## src/rtl/traffic_pkg.sv

```systemverilog
// Shared state encoding and lamp patterns for the two-way intersection controller.
package traffic_pkg;

  // Phase encoding: all 3-bit codes are used, so no unreachable code exists.
  localparam logic [2:0] S_NS_GREEN  = 3'd0;
  localparam logic [2:0] S_NS_YELLOW = 3'd1;
  localparam logic [2:0] S_ALLRED_A  = 3'd2;
  localparam logic [2:0] S_WALK_A    = 3'd3;
  localparam logic [2:0] S_EW_GREEN  = 3'd4;
  localparam logic [2:0] S_EW_YELLOW = 3'd5;
  localparam logic [2:0] S_ALLRED_B  = 3'd6;
  localparam logic [2:0] S_WALK_B    = 3'd7;

  // Lamp vector bit order: {ns_g, ns_y, ns_r, ew_g, ew_y, ew_r, walk}
  localparam logic [6:0] LAMP_NS_GREEN  = 7'b1000010;
  localparam logic [6:0] LAMP_NS_YELLOW = 7'b0100010;
  localparam logic [6:0] LAMP_ALLRED    = 7'b0010010;
  localparam logic [6:0] LAMP_WALK      = 7'b0010011;
  localparam logic [6:0] LAMP_EW_GREEN  = 7'b0011000;
  localparam logic [6:0] LAMP_EW_YELLOW = 7'b0010100;

  // True for either pedestrian WALK phase.
  function automatic logic is_walk(input logic [2:0] s);
    return (s == S_WALK_A) || (s == S_WALK_B);
  endfunction

  // Lamp pattern shown while in phase s; unknown codes fall back to NS green.
  function automatic logic [6:0] lamps_of(input logic [2:0] s);
    logic [6:0] v;
    case (s)
      S_NS_GREEN:  v = LAMP_NS_GREEN;
      S_NS_YELLOW: v = LAMP_NS_YELLOW;
      S_ALLRED_A:  v = LAMP_ALLRED;
      S_WALK_A:    v = LAMP_WALK;
      S_EW_GREEN:  v = LAMP_EW_GREEN;
      S_EW_YELLOW: v = LAMP_EW_YELLOW;
      S_ALLRED_B:  v = LAMP_ALLRED;
      S_WALK_B:    v = LAMP_WALK;
      default:     v = LAMP_NS_GREEN;
    endcase
    return v;
  endfunction

endpackage

```

## src/rtl/traffic_light_ctrl_2way_phase_timer.sv

```systemverilog
// Phase counter: clears on a phase change, otherwise counts up; flags the last
// cycle of the phase and whether the minimum duration has been served.
module phase_timer #(
  parameter int CNT_W = 4
) (
  input  logic             clk,
  input  logic             reset,
  input  logic             clear,
  input  logic [CNT_W-1:0] dur,
  input  logic [CNT_W-1:0] min_dur,
  output logic [CNT_W-1:0] cnt,
  output logic             term,
  output logic             min_ok
);

  localparam logic [CNT_W-1:0] ONE = {{(CNT_W-1){1'b0}}, 1'b1};

  logic [CNT_W-1:0] r_cnt;

  // Cycles elapsed in the current phase, restarting at 0 on every phase change.
  always_ff @(posedge clk) begin
    if (!reset) begin
      r_cnt <= {CNT_W{1'b0}};
    end else if (clear) begin
      r_cnt <= {CNT_W{1'b0}};
    end else begin
      r_cnt <= r_cnt + ONE;
    end
  end

  // Durations are at least 1, so dur-1 and min_dur-1 never wrap.
  assign cnt    = r_cnt;
  assign term   = (r_cnt == (dur - ONE));
  assign min_ok = (r_cnt >= (min_dur - ONE));

endmodule

```

## src/rtl/traffic_light_ctrl_2way.sv

```systemverilog
// Two-road intersection sequencer with all-red clearance and an optional
// pedestrian WALK phase inserted after the all-red when a request is pending.
module traffic_light_ctrl_2way
  import traffic_pkg::*;
#(
  parameter int CNT_W     = 4,
  parameter int GREEN_T   = 5,
  parameter int YELLOW_T  = 2,
  parameter int ALLRED_T  = 1,
  parameter int WALK_T    = 4,
  parameter int MIN_GREEN = 2
) (
  input  logic             clk,
  input  logic             reset,
  input  logic             ped_req,
  output logic             ns_green,
  output logic             ns_yellow,
  output logic             ns_red,
  output logic             ew_green,
  output logic             ew_yellow,
  output logic             ew_red,
  output logic             walk,
  output logic             ped_ack,
  output logic [CNT_W-1:0] phase_cnt
);

  localparam logic [CNT_W-1:0] L_GREEN  = GREEN_T[CNT_W-1:0];
  localparam logic [CNT_W-1:0] L_YELLOW = YELLOW_T[CNT_W-1:0];
  localparam logic [CNT_W-1:0] L_ALLRED = ALLRED_T[CNT_W-1:0];
  localparam logic [CNT_W-1:0] L_WALK   = WALK_T[CNT_W-1:0];
  localparam logic [CNT_W-1:0] L_MIN    = MIN_GREEN[CNT_W-1:0];

  logic [2:0]       r_state;
  logic             r_pending;
  logic             r_ped_ack;
  logic [6:0]       r_lamps;
  logic [2:0]       w_state_nxt;
  logic [CNT_W-1:0] w_dur;
  logic [CNT_W-1:0] w_cnt;
  logic             w_term;
  logic             w_min_ok;
  logic             w_clear;
  logic             w_walk_entry;
  logic             w_green_end;

  phase_timer #(.CNT_W(CNT_W)) u_timer (
    .clk     (clk),
    .reset   (reset),
    .clear   (w_clear),
    .dur     (w_dur),
    .min_dur (L_MIN),
    .cnt     (w_cnt),
    .term    (w_term),
    .min_ok  (w_min_ok)
  );

  // Duration of the phase currently being timed.
  always_comb begin
    w_dur = L_GREEN;
    case (r_state)
      S_NS_GREEN, S_EW_GREEN:   w_dur = L_GREEN;
      S_NS_YELLOW, S_EW_YELLOW: w_dur = L_YELLOW;
      S_ALLRED_A, S_ALLRED_B:   w_dur = L_ALLRED;
      S_WALK_A, S_WALK_B:       w_dur = L_WALK;
      default:                  w_dur = L_GREEN;
    endcase
  end

  // A pending pedestrian cuts green short once the minimum green is served.
  assign w_green_end  = w_term || (r_pending && w_min_ok);
  assign w_clear      = (w_state_nxt != r_state);
  assign w_walk_entry = is_walk(w_state_nxt) && !is_walk(r_state);

  // Phase sequencing; WALK is inserted after an all-red only on a pending request.
  always_comb begin
    w_state_nxt = r_state;
    case (r_state)
      S_NS_GREEN:  if (w_green_end) w_state_nxt = S_NS_YELLOW; else w_state_nxt = r_state;
      S_NS_YELLOW: if (w_term)      w_state_nxt = S_ALLRED_A;  else w_state_nxt = r_state;
      S_ALLRED_A: begin
        if (w_term) w_state_nxt = r_pending ? S_WALK_A : S_EW_GREEN;
        else        w_state_nxt = r_state;
      end
      S_WALK_A:    if (w_term)      w_state_nxt = S_EW_GREEN;  else w_state_nxt = r_state;
      S_EW_GREEN:  if (w_green_end) w_state_nxt = S_EW_YELLOW; else w_state_nxt = r_state;
      S_EW_YELLOW: if (w_term)      w_state_nxt = S_ALLRED_B;  else w_state_nxt = r_state;
      S_ALLRED_B: begin
        if (w_term) w_state_nxt = r_pending ? S_WALK_B : S_NS_GREEN;
        else        w_state_nxt = r_state;
      end
      S_WALK_B:    if (w_term)      w_state_nxt = S_NS_GREEN;  else w_state_nxt = r_state;
      default:     w_state_nxt = S_NS_GREEN;
    endcase
  end

  // State, pending latch, WALK acknowledge and lamp pattern all register together.
  always_ff @(posedge clk) begin
    if (!reset) begin
      r_state   <= S_NS_GREEN;
      r_pending <= 1'b0;
      r_ped_ack <= 1'b0;
      r_lamps   <= LAMP_NS_GREEN;
    end else begin
      r_state   <= w_state_nxt;
      r_ped_ack <= w_walk_entry;
      r_lamps   <= lamps_of(w_state_nxt);
      // Entering WALK serves the request; requests seen in WALK are dropped.
      if (w_walk_entry) begin
        r_pending <= 1'b0;
      end else if (ped_req && !is_walk(r_state)) begin
        r_pending <= 1'b1;
      end else begin
        r_pending <= r_pending;
      end
    end
  end

  assign ns_green  = r_lamps[6];
  assign ns_yellow = r_lamps[5];
  assign ns_red    = r_lamps[4];
  assign ew_green  = r_lamps[3];
  assign ew_yellow = r_lamps[2];
  assign ew_red    = r_lamps[1];
  assign walk      = r_lamps[0];
  assign ped_ack   = r_ped_ack;
  assign phase_cnt = w_cnt;

endmodule

```

## config.mk

```make
export PLATFORM = sky130hd
export DESIGN_NAME = traffic_light_ctrl_2way
export DESIGN_NICKNAME = d
export VERILOG_FILES = /design/src/rtl/traffic_pkg.sv /design/src/rtl/traffic_light_ctrl_2way_phase_timer.sv /design/src/rtl/traffic_light_ctrl_2way.sv
export SDC_FILE = /design/constraint.sdc
export NUM_CORES = 1
export LEC_CHECK = 0
export ABC_AREA = 1
export BUFFER_PORTS_ARGS = -buffer_cell sky130_fd_sc_hd__buf_2
export CAP_MARGIN = 10
export CORE_MARGIN = 8
export CORE_UTILIZATION = 58
export DETAILED_ROUTE_END_ITERATION = 16
export HOLD_SLACK_MARGIN = 0.03
export MAX_ROUTING_LAYER = met4
export PLACE_DENSITY = 0.83
export SKIP_LAST_GASP = 1
export SYNTH_ARGS = -nofsm -noshare
export SYNTH_HDL_FRONTEND = slang
export SYNTH_SLANG_ARGS = --single-unit
```

## constraint.sdc

```tcl
create_clock -name clk -period 2.9 [get_ports clk]
set_input_delay 0.29 -clock clk [delete_from_list [all_inputs] [get_ports clk]]
set_output_delay 0.29 -clock clk [all_outputs]
set_load 0.01 [all_outputs]
```

## Yosys cells after proc, flatten, opt, wreduce, memory -nomap -nowiden

Memory sizes are Yosys's and may differ from the RTL's. A register that Yosys moved wholly into a read port is not among the register bits.
Cells that the tools add are included.

| storage, ports and cells | value |
|---|---|
| register bits | 9 |
| bits in latches | 0 |
| RAM bits | 0 |
| memory bits (read-only) | 80 |
| word-level logic and storage cells | 44 |
| memories | 2 |

| cells by class | value |
|---|---|
| add/subtract/negate cells | 2 |
| multiply operators | 0 |
| divide/modulo/power cells | 0 |
| order comparisons | 1 |
| eq/ne operators | 11 |
| shift-type cells | 0 |
| muxes and demuxes | 12 |
| bitwise gates (word level) | 1 |
| reductions and logical operators | 11 |

Memory list:

| memory | words | width | read ports | clocked after Yosys merged registers in | wr ports | line | text |
|---|---|---|---|---|---|---|---|
| (name not given) | 8 | 7 | 1 | 1 | 0 | traffic_pkg.sv:30 | `case (s)` |
| (name not given) | 8 | 3 | 1 | 1 | 0 | traffic_light_ctrl_2way.sv:60 | `case (r_state)` |

Operator list:

| cell | count |
|---|---|
| 3-bit 2-to-1 mux | 11 |
| 3-bit one-hot mux with 8 select lines | 1 |
| 3-bit equality test (second input constant) | 5 |
| 3-bit by 2-bit equality test with 1-bit output (second input constant) | 3 |
| 4-bit by 1-bit adder with 4-bit output (second input constant) | 1 |
| 4-bit equality test | 1 |
| 4-bit by 1-bit greater-or-equal comparator with 1-bit output (second input constant) | 1 |
| 2-bit OR reduction | 2 |
| 4-bit by 1-bit subtractor with 4-bit output (second input constant) | 1 |
| 3-bit by 1-bit equality test with 1-bit output (second input constant) | 1 |
| 1-bit logical AND | 3 |
| 3-bit logical NOT | 1 |
| 1-bit logical OR | 3 |
| 3-bit inequality test | 1 |
| 1-bit logical NOT | 2 |
| 1-bit NOT | 1 |

## Longest topological paths before layout

Gate-level depths: netlist of the first run.

| depth | value |
|---|---|
| depth after elaboration | 9 |
| depth in mapped cells | 13 |

## Cells and area by module

From an unflattened synthesis of the first run, not the netlist that was laid out.

| unflattened totals | value |
|---|---|
| cell total of the unflattened synthesis | 138 |
| area, all modules | 1002.2 um^2 |

Modules (own cells, without submodules):

| module | times used | cells each | area an instance (um^2) | sequential area each (um^2) |
|---|---|---|---|---|
| traffic_light_ctrl_2way | 1 | 71 | 585.6 | 300.3 |
| phase_timer | 1 | 67 | 416.6 | 80.1 |

## Least setup slack after synthesis of the first run

Ideal clock, no wire load.

| timing path | value |
|---|---|
| kind | reg-to-reg |
| start | register w_dur[0] (netlist name) |
| end | register r_lamps[4] |
| arrival time | 1488 ps |
| path slack | 1299 ps |
| stages on the path, launching flop included | 13 |
| path buffers | 0 |
| period minus slack after synthesis | 1601 ps |
| path through | dfxtp_1 > inv_1 > ha_1 > nand2_1 > inv_1 > nor2_4 > nand2_2 > nor2_4 > nand3_2 > nand2_2 > nand2_2 > nand2_2 > nand2_1 |

| on the way | value |
|---|---|
| word-level cells in the longest chain between the ends | 5 |
| elaborated cells on any way between the ends | 12 |
| those cells by class | 1 x add/sub; 1 x eq/ne; 9 x mux; 1 x reduce/logical |

Ends and longest elaborated chain:

| element | line | text |
|---|---|---|
| 4-bit by 1-bit subtractor with 4-bit output (*) | traffic_light_ctrl_2way_phase_timer.sv:33 | `assign term = (r_cnt == (dur - ONE));` |
| 4-bit equality test (*) | traffic_light_ctrl_2way_phase_timer.sv:33 |  |
| 1-bit logical OR | traffic_light_ctrl_2way.sv:70 | `assign w_green_end = w_term \|\| (r_pending && w_min_ok);` |
| 3-bit 2-to-1 mux, on equally long branches | traffic_light_ctrl_2way.sv:85, traffic_light_ctrl_2way.sv:78 |  |
| 3-bit one-hot mux with 8 select lines (*) | traffic_light_ctrl_2way.sv:77 | `case (r_state)` |
| end: declaration | traffic_light_ctrl_2way.sv:36 | `logic [6:0] r_lamps;` |

Every way passes the cells marked *; elsewhere a longest branch is shown, timed or not.
A chain may end at the register's enable or synchronous reset.

## Worst setup path in the final report of the first run

| timing path | value |
|---|---|
| start | register w_dur[0] (netlist name) |
| end | register w_dur[2] (netlist name) |

| on the way | value |
|---|---|
| word-level cells in the longest chain between the ends | 6 |
| elaborated cells on any way between the ends | 13 |
| those cells by class | 1 x add/sub; 1 x eq/ne; 10 x mux; 1 x reduce/logical |

Ends and longest elaborated chain:

| element | line |
|---|---|
| 4-bit by 1-bit subtractor with 4-bit output (*) | traffic_light_ctrl_2way_phase_timer.sv:33 |
| 4-bit equality test (*) | traffic_light_ctrl_2way_phase_timer.sv:33 |
| 1-bit logical OR | traffic_light_ctrl_2way.sv:70 |
| 3-bit 2-to-1 mux, on equally long branches | traffic_light_ctrl_2way.sv:85, traffic_light_ctrl_2way.sv:78 |
| 3-bit one-hot mux with 8 select lines (*) | traffic_light_ctrl_2way.sv:77 |
| 3-bit 2-to-1 mux (no line) (*) | -- |

Marks and branches as above.

==> flow_metrics.tcl, run 1 <==
set metrics [dict create \
    area_growth_syn_to_layout_pct 12.4 \
    ys_ff_latch 19 \
    use_met2_pct 19.9 \
    critical_path.max_fanout 4 \
    ff_latch_area_um2 380 \
    overflow 0 \
    portBuffers 14 \
    layoutNonFillerInstCount 157 \
    global_placer_s_final_weighted_congestion 0.892 \
    routed-via-count 757 \
    num-nets-final 149 \
    synth_most_common_cell "sky130_fd_sc_hd__nand2_1" \
    postCtsSetupBuffers 0 \
    synth.yosys.seq_area_share_pct 39.9 \
    ctsHoldBuffers 0 \
    finalWorstPathRequiredPeriod_ps 1780 \
    post-route-worst-setup-slack_ps 1120 \
    grt_util_met1_pct 11.8 \
    synthesis.yosys.warnings 0 \
    synth-edff-count 0 \
    peakVddDrop_uv 577 \
    antenna_cells 0 \
    maxCapViolations 0 \
    first_global_vias 754 \
    drt-wirelength-per-cell_um 11.0 \
    endpoint_kind "register" \
    worst-endpoint-required_ps 3110 \
    drive_above_1_share_pct 30.5 \
    multiInputGateArea_um2 478 \
    cts.sink_count 19 \
    dieWidth_um 56.5 \
    initial_util_pct 62.5 \
    layout_filler_cell_count 113 \
    cp_cell_sequence "inv_1, ha_1, nand2_1, inv_1, nor2_4, nand2_2, nor2_4, nand3_1, nand2_2, nand3_2, nand2_1, nand2_1" \
    postSynthCellCount 123 \
    synth_largest_area_cell "sky130_fd_sc_hd__dfxtp_1" \
    synth_largest_type_area_fraction_pct 39.9 \
    ctsRootBufferMaster "sky130_fd_sc_hd__clkbuf_4" \
    rsz0062_at_grt "no" \
    slew_headroom_pct 82.9 \
    achievable-frequency_mhz 562 \
    clk_transition_reported_paths_ps 110 \
    h-tree-depth 1 \
    worst_path_largest_cell_delay_ps 340 \
    dieArea_um2 3190 \
    avgSynthCellArea_um2 7.74 \
    antenna_found_initial 0 \
    synth_async_sr_flop_share_pct 0 \
    floorplan.core_area_um2 1520 \
    numPlacedInstances 153 \
    timing.final.max_slew_violations 0 \
    power_per_cell_area_nw_per_um2 1000 \
    grt_pass1_wl_mm 3.01 \
    number_of_drc_markers_in_iteration_0 9 \
    grt_util_all_layers_pct 11.8 \
    final_min_period_over_clock_period_pct 61.3 \
    cts-root-to-sink-buffers 2 \
    syn_std_cell_area_um2 952 \
    reg2reg_slack_ps 1120 \
    total_wirelength_of_the_detailed_routed_design_mm 1.73 \
    count_of_boundary_i_o_pins 15 \
    grt.met3_usage_pct 3.60 \
    number_of_search_and_repair_iterations_in_the_first_detailed_routing_pass 4 \
    cts_inserted_buffers 3 \
    setup_viol_count_final 0 \
    worst_pin_slew_ps 252 \
    hpwlAfterDp_mm 1.38 \
    run_status "complete, no violations" \
    fin_skew_ps 2.45 \
    synth.cells.most_frequent "sky130_fd_sc_hd__nand2_1 (26), sky130_fd_sc_hd__inv_1 (24), sky130_fd_sc_hd__dfxtp_1 (19)" \
    detail-route-antenna-nets 0 \
    drcViolationCount 0 \
    cts_tree "yes" \
    postSynthNetCount 130 \
    hold_violations 0 \
    cp_slowest_cell "sky130_fd_sc_hd__dfxtp_1" \
    critical_path.most_common_cell "sky130_fd_sc_hd__nand2_1" \
    dominantRegCellSynth "sky130_fd_sc_hd__dfxtp_1" \
    pre_cts_ws_ps 1160 \
    synth.lib_cells_used.distinct 21 \
    total_leakage_power_nw 0.590 \
    cp-start-kind "register" \
    critical_path_class "register to register" \
    gr-max-usage-layer "met2" \
    worst_ep_arrival_time_ps 1990 \
    grt_start_max_net_pins 12 \
    post_cts_resized 0 \
    netlist_top_cells_area "sky130_fd_sc_hd__dfxtp_1 (40%), sky130_fd_sc_hd__nand2_1 (10%), sky130_fd_sc_hd__inv_1 (9.5%), sky130_fd_sc_hd__ha_1 (5.3%), sky130_fd_sc_hd__nand2_2 (5.3%)" \
    tns_ps 0 \
    holdWs_ps 272 \
    row_count 14 \
    die_height_um 56.5 \
    worst_skew_pair.late_latency_ps 300 \
    route.detailed.vias_per_inst 4.82 \
    hp-class "primary input to register" \
]
## per-layer routing
metal	part of all wire [%]	vias to the layer above	wire length [um]
met3	3.6	5	62
met4	2.5	0	44
li1	-	408	-
met5	0	-	0
met2	47	14	812
met1	47	330	810
## kinds of logic (layout without fill, tap and decap cells)
logic type / count (synthesis) / in the layout / share of synthesized area (%)
simple gates: 68 / 68 / 39.7
xor+xnor: 2 / 2 / 1.84
compound gates: 5 / 5 / 3.42
buf+inv: 25 / 43 / 9.86
fa+ha+maj: 4 / 4 / 5.26
flops: 19 / 19 / 39.9
## final timing paths
| kind | startpoint | end | cells past startpoint |
|---|---|---|---|
| min | reset | w_dur[0] | 2 |
| min reg2reg | r_pending | r_pending | 3 |
| max reg2reg | w_dur[0] | w_dur[2] | 12 |
| max | w_dur[0] | w_dur[2] | 12 |
## flip-flops by register name, indices dropped and copies added, names as in the netlist
| signal | cells |
|---|---|
| r_lamps | 7 |
| u_timer.cnt | 4 |
| r_state | 3 |
| w_dur | 3 |
| ped_ack | 1 |
| r_pending | 1 |
## where the power goes
group / switching [W] / total, W / internal (W)
logic: 0.000353 / 0.000557 / 0.000203
registers: 0.0000571 / 0.000380 / 0.000323
clock network: 0.0000863 / 0.000138 / 0.0000515
## final cells by class
class                           instances  share of cell area, %
Multi-Input combinational cell         79                   44.7
Sequential cell                        19                   35.6
Inverter                               25                   8.77
Timing Repair Buffer                   14                   6.55
Clock buffer                            3                   2.11
Tap cell                               16                   1.87
Clock inverter                          1                  0.468
## cells in the final DEF (no fill, tap or decap), types with 3 or more instances in the layout
master                      n
sky130_fd_sc_hd__nand2_1   26
sky130_fd_sc_hd__clkbuf_4   3
sky130_fd_sc_hd__ha_1       4
sky130_fd_sc_hd__inv_1     24
sky130_fd_sc_hd__nor2_4     3
sky130_fd_sc_hd__buf_2     14
sky130_fd_sc_hd__nand3_2    5
sky130_fd_sc_hd__nor2_1    12
sky130_fd_sc_hd__nand2_2    8
sky130_fd_sc_hd__nand3_1    5
sky130_fd_sc_hd__dfxtp_1   19
sky130_fd_sc_hd__nor2_2     4
## critical path, delay by kind of cell, from the launching register on
| kind | cells | cell delay, ps |
|---|---|---|
| adders and majority gates | 1 | 320 |
| buffers and inverters | 2 | 130 |
| and+or+nand+nor | 9 | 890 |
| DFF | 1 | 340 |
## metrics by stage
stage	util, %	area (um^2)	total power [W]
after floorplan	-	952	0.000828
after global placement	68.4	1040	0.000923
after detailed placement	68.4	1040	0.000942
after CTS	70.2	1070	0.00108
after global routing	70.2	1070	0.00116
final	70.2	1070	0.00107
No activity file was read; power rests on OpenSTA's default activity.
==> run 2, diff against run 1 <==
- CORE_UTILIZATION: 58 -> 54
- PLACE_DENSITY: 0.83 -> 0.79
- clock period: 2.9 -> 1.7 ns (I/O delays scaled with it)
==> run 2 against run 1 <==
Clock skew grew 3.5 ps; first-iteration DRC count grew 89%; global-route usage grew 1.1 points; sequential power grew 71%; register-to-register slack lost 1100 ps; worst setup slack lost 1100 ps; combinational power grew 110%; count of clock-buffer cells in the layout is the same; clock power grew 72%; cell area grew 8.2%; flip-flop and latch count is the same.
==> flow_metrics.tcl, run 2 (synthesized netlist as in run 1, its figures left out) <==
set metrics [dict create \
    regMostFlops "r_lamps" \
    layoutNonFillerInstCount 162 \
    initial_util_pct 56.4 \
    cp_slowest_cell "sky130_fd_sc_hd__dfxtp_2" \
    holdWs_ps 177 \
    count_of_boundary_i_o_pins 15 \
    endpoint_kind "register" \
    area_growth_syn_to_layout_pct 21.6 \
    worst-endpoint-required_ps 1960 \
    worst_r2r_endpoint "r_lamps[5]" \
    route.detailed.vias_per_inst 5.06 \
    worst_pin_slew_ps 427 \
    detail-route-antenna-nets 0 \
    post_dp_cell_area_um2 1060 \
    row_count 15 \
    number_of_search_and_repair_iterations_in_the_first_detailed_routing_pass 4 \
    overflow 0 \
    pre_cts_ws_ps -12.2 \
    run_status "complete, no violations" \
    num-nets-final 153 \
    path_depth 13 \
    first_global_vias 771 \
    hold_violations 0 \
    number_of_drc_markers_in_iteration_0 17 \
    cp_cell_sequence "inv_2, ha_4, nand2_2, inv_2, nor2_4, nand2_2, nor2_4, nand2_2, nand2_4, nand3_4, inv_2, nand2_2, nor2_2" \
    global_placer_s_final_weighted_congestion 0.870 \
    drcViolationCount 0 \
    finalInstanceArea_um2 1160 \
    rsz0062_at_grt "yes" \
    dieWidth_um 58.0 \
    cts.sink_count 19 \
    antenna_found_initial 0 \
    critical_path_class "register to register" \
    drive_above_1_share_pct 41.4 \
    cts_tree "yes" \
    setup_viol_count_final 0 \
    finalWorstPathRequiredPeriod_ps 1660 \
    peakVddDrop_uv 867 \
    hpwlAfterDp_mm 1.44 \
    largest_reg_flops 7 \
    most_common_cell_after_layout_fill_and_taps_aside "sky130_fd_sc_hd__nand2_1" \
    grt_util_all_layers_pct 13.0 \
    worstPathBufferInverterCount 3 \
    worst_ep_arrival_time_ps 1910 \
    drt-wirelength-per-cell_um 12.0 \
    critPathTopFamily "simple AND/OR/NAND/NOR gates" \
    grt_pass1_wl_mm 3.22 \
    timing.final.max_slew_violations 0 \
    antenna_cells 0 \
    ctsRootBufferMaster "sky130_fd_sc_hd__clkbuf_4" \
    dieArea_um2 3360 \
    clk_transition_reported_paths_ps 110 \
    post-route-worst-setup-slack_ps 44.2 \
    worst_setup_path_endpoint "r_lamps[5]" \
    hold_path_depth 5 \
    hp-class "primary input to register" \
    final_cell_mix "sky130_fd_sc_hd__nand2_1 (22), sky130_fd_sc_hd__inv_1 (20), sky130_fd_sc_hd__dfxtp_1 (16), sky130_fd_sc_hd__buf_2 (14), sky130_fd_sc_hd__nor2_1 (12)" \
    routed-via-count 820 \
    maxCapViolations 0 \
    floorplan.core_area_um2 1690 \
    worst_skew_pair.late_latency_ps 310 \
    total_leakage_power_nw 0.607 \
    grt_start_max_net_pins 12 \
    timing.critical_path.from "w_dur[1]" \
    reg2reg_slack_ps 40 \
    total_wirelength_of_the_detailed_routed_design_mm 1.95 \
    portBuffers 14 \
    die_height_um 58.0 \
    final_min_period_over_clock_period_pct 97.4 \
    critical_path.max_fanout 3 \
    worst_path_largest_cell_delay_ps 350 \
    critical_path.most_common_cell "sky130_fd_sc_hd__nand2_2" \
    h-tree-depth 1 \
    cts-root-to-sink-buffers 2 \
    regToRegStartpoint "w_dur[1]" \
    power.total_w 0.00204 \
    cp-start-kind "register" \
    worstRegToRegCells 13 \
    fin_skew_ps 5.92 \
    achievable-frequency_mhz 604 \
    power_per_cell_area_nw_per_um2 1760 \
    layout_filler_cell_count 144 \
    numPlacedInstances 156 \
    slew_headroom_pct 71.6 \
    cts_inserted_buffers 3 \
]
==> run 2: tightest hold or removal path, stage by stage <==
cell and delay, ps:
sky130_fd_sc_hd__buf_2 90, sky130_fd_sc_hd__nand2_1 50, sky130_fd_sc_hd__a21oi_1 60, sky130_fd_sc_hd__nand2_1 60, sky130_fd_sc_hd__inv_1 30
==> run 2: layer usage <==
metal / GRT usage, % / wire length, um / vias up
met2: 20.9 / 995 / 13
li1: - / - / 421
met1: 13.3 / 826 / 381
met3: 3.75 / 70 / 5
met5: - / 0 / -
met4: 9.44 / 61 / 0
==> run 2: layout make-up <==
type | count | area [um^2] | area share, %
Multi-Input combinational cell | 79 | 531 | 45.8
Sequential cell | 19 | 384 | 33.2
Timing Repair Buffer | 18 | 100 | 8.65
Inverter | 25 | 93.8 | 8.11
Clock buffer | 3 | 22.5 | 1.95
Tap cell | 17 | 21.3 | 1.84
Clock inverter | 1 | 5.00 | 0.432
==> run 2: timing repair <==
item,4_1_cts,5_1_grt
gates resized for setup,4,13
setup endpoints to repair,6,14
buffers inserted,0,2
pin swaps,2,7
hold buffers,0,0
==> run 2: metrics by stage <==
stage | util (%) | TNS [ps]
4_1_cts | 66.0 | 0
3_3_place_gp | 62.7 | 0
5_1_grt | 68.5 | -62.8
2_1_floorplan | - | 0
6_report | 68.5 | 0
3_5_place_dp | 62.7 | -16.4
==> run 2: how the worst min path moves through the flow <==
stage | startpoint | endpoint | slack [ps]
floorplan | reset | w_dur[0] | 270
CTS | reset | w_dur[0] | 140
global route | reset | r_lamps[3] | 170
finish | ped_req | r_pending | 180
detailed placement | reset | w_dur[0] | 470
global placement | reset | w_dur[0] | 470
==> run 2: power breakdown <==
part | switching, W | total, W | internal (W)
clock network | 0.000148 | 0.000237 | 0.0000881
logic | 0.000703 | 0.00116 | 0.000453
registers | 0.0000888 | 0.000648 | 0.000559
total | 0.000940 | 0.00204 | 0.00110
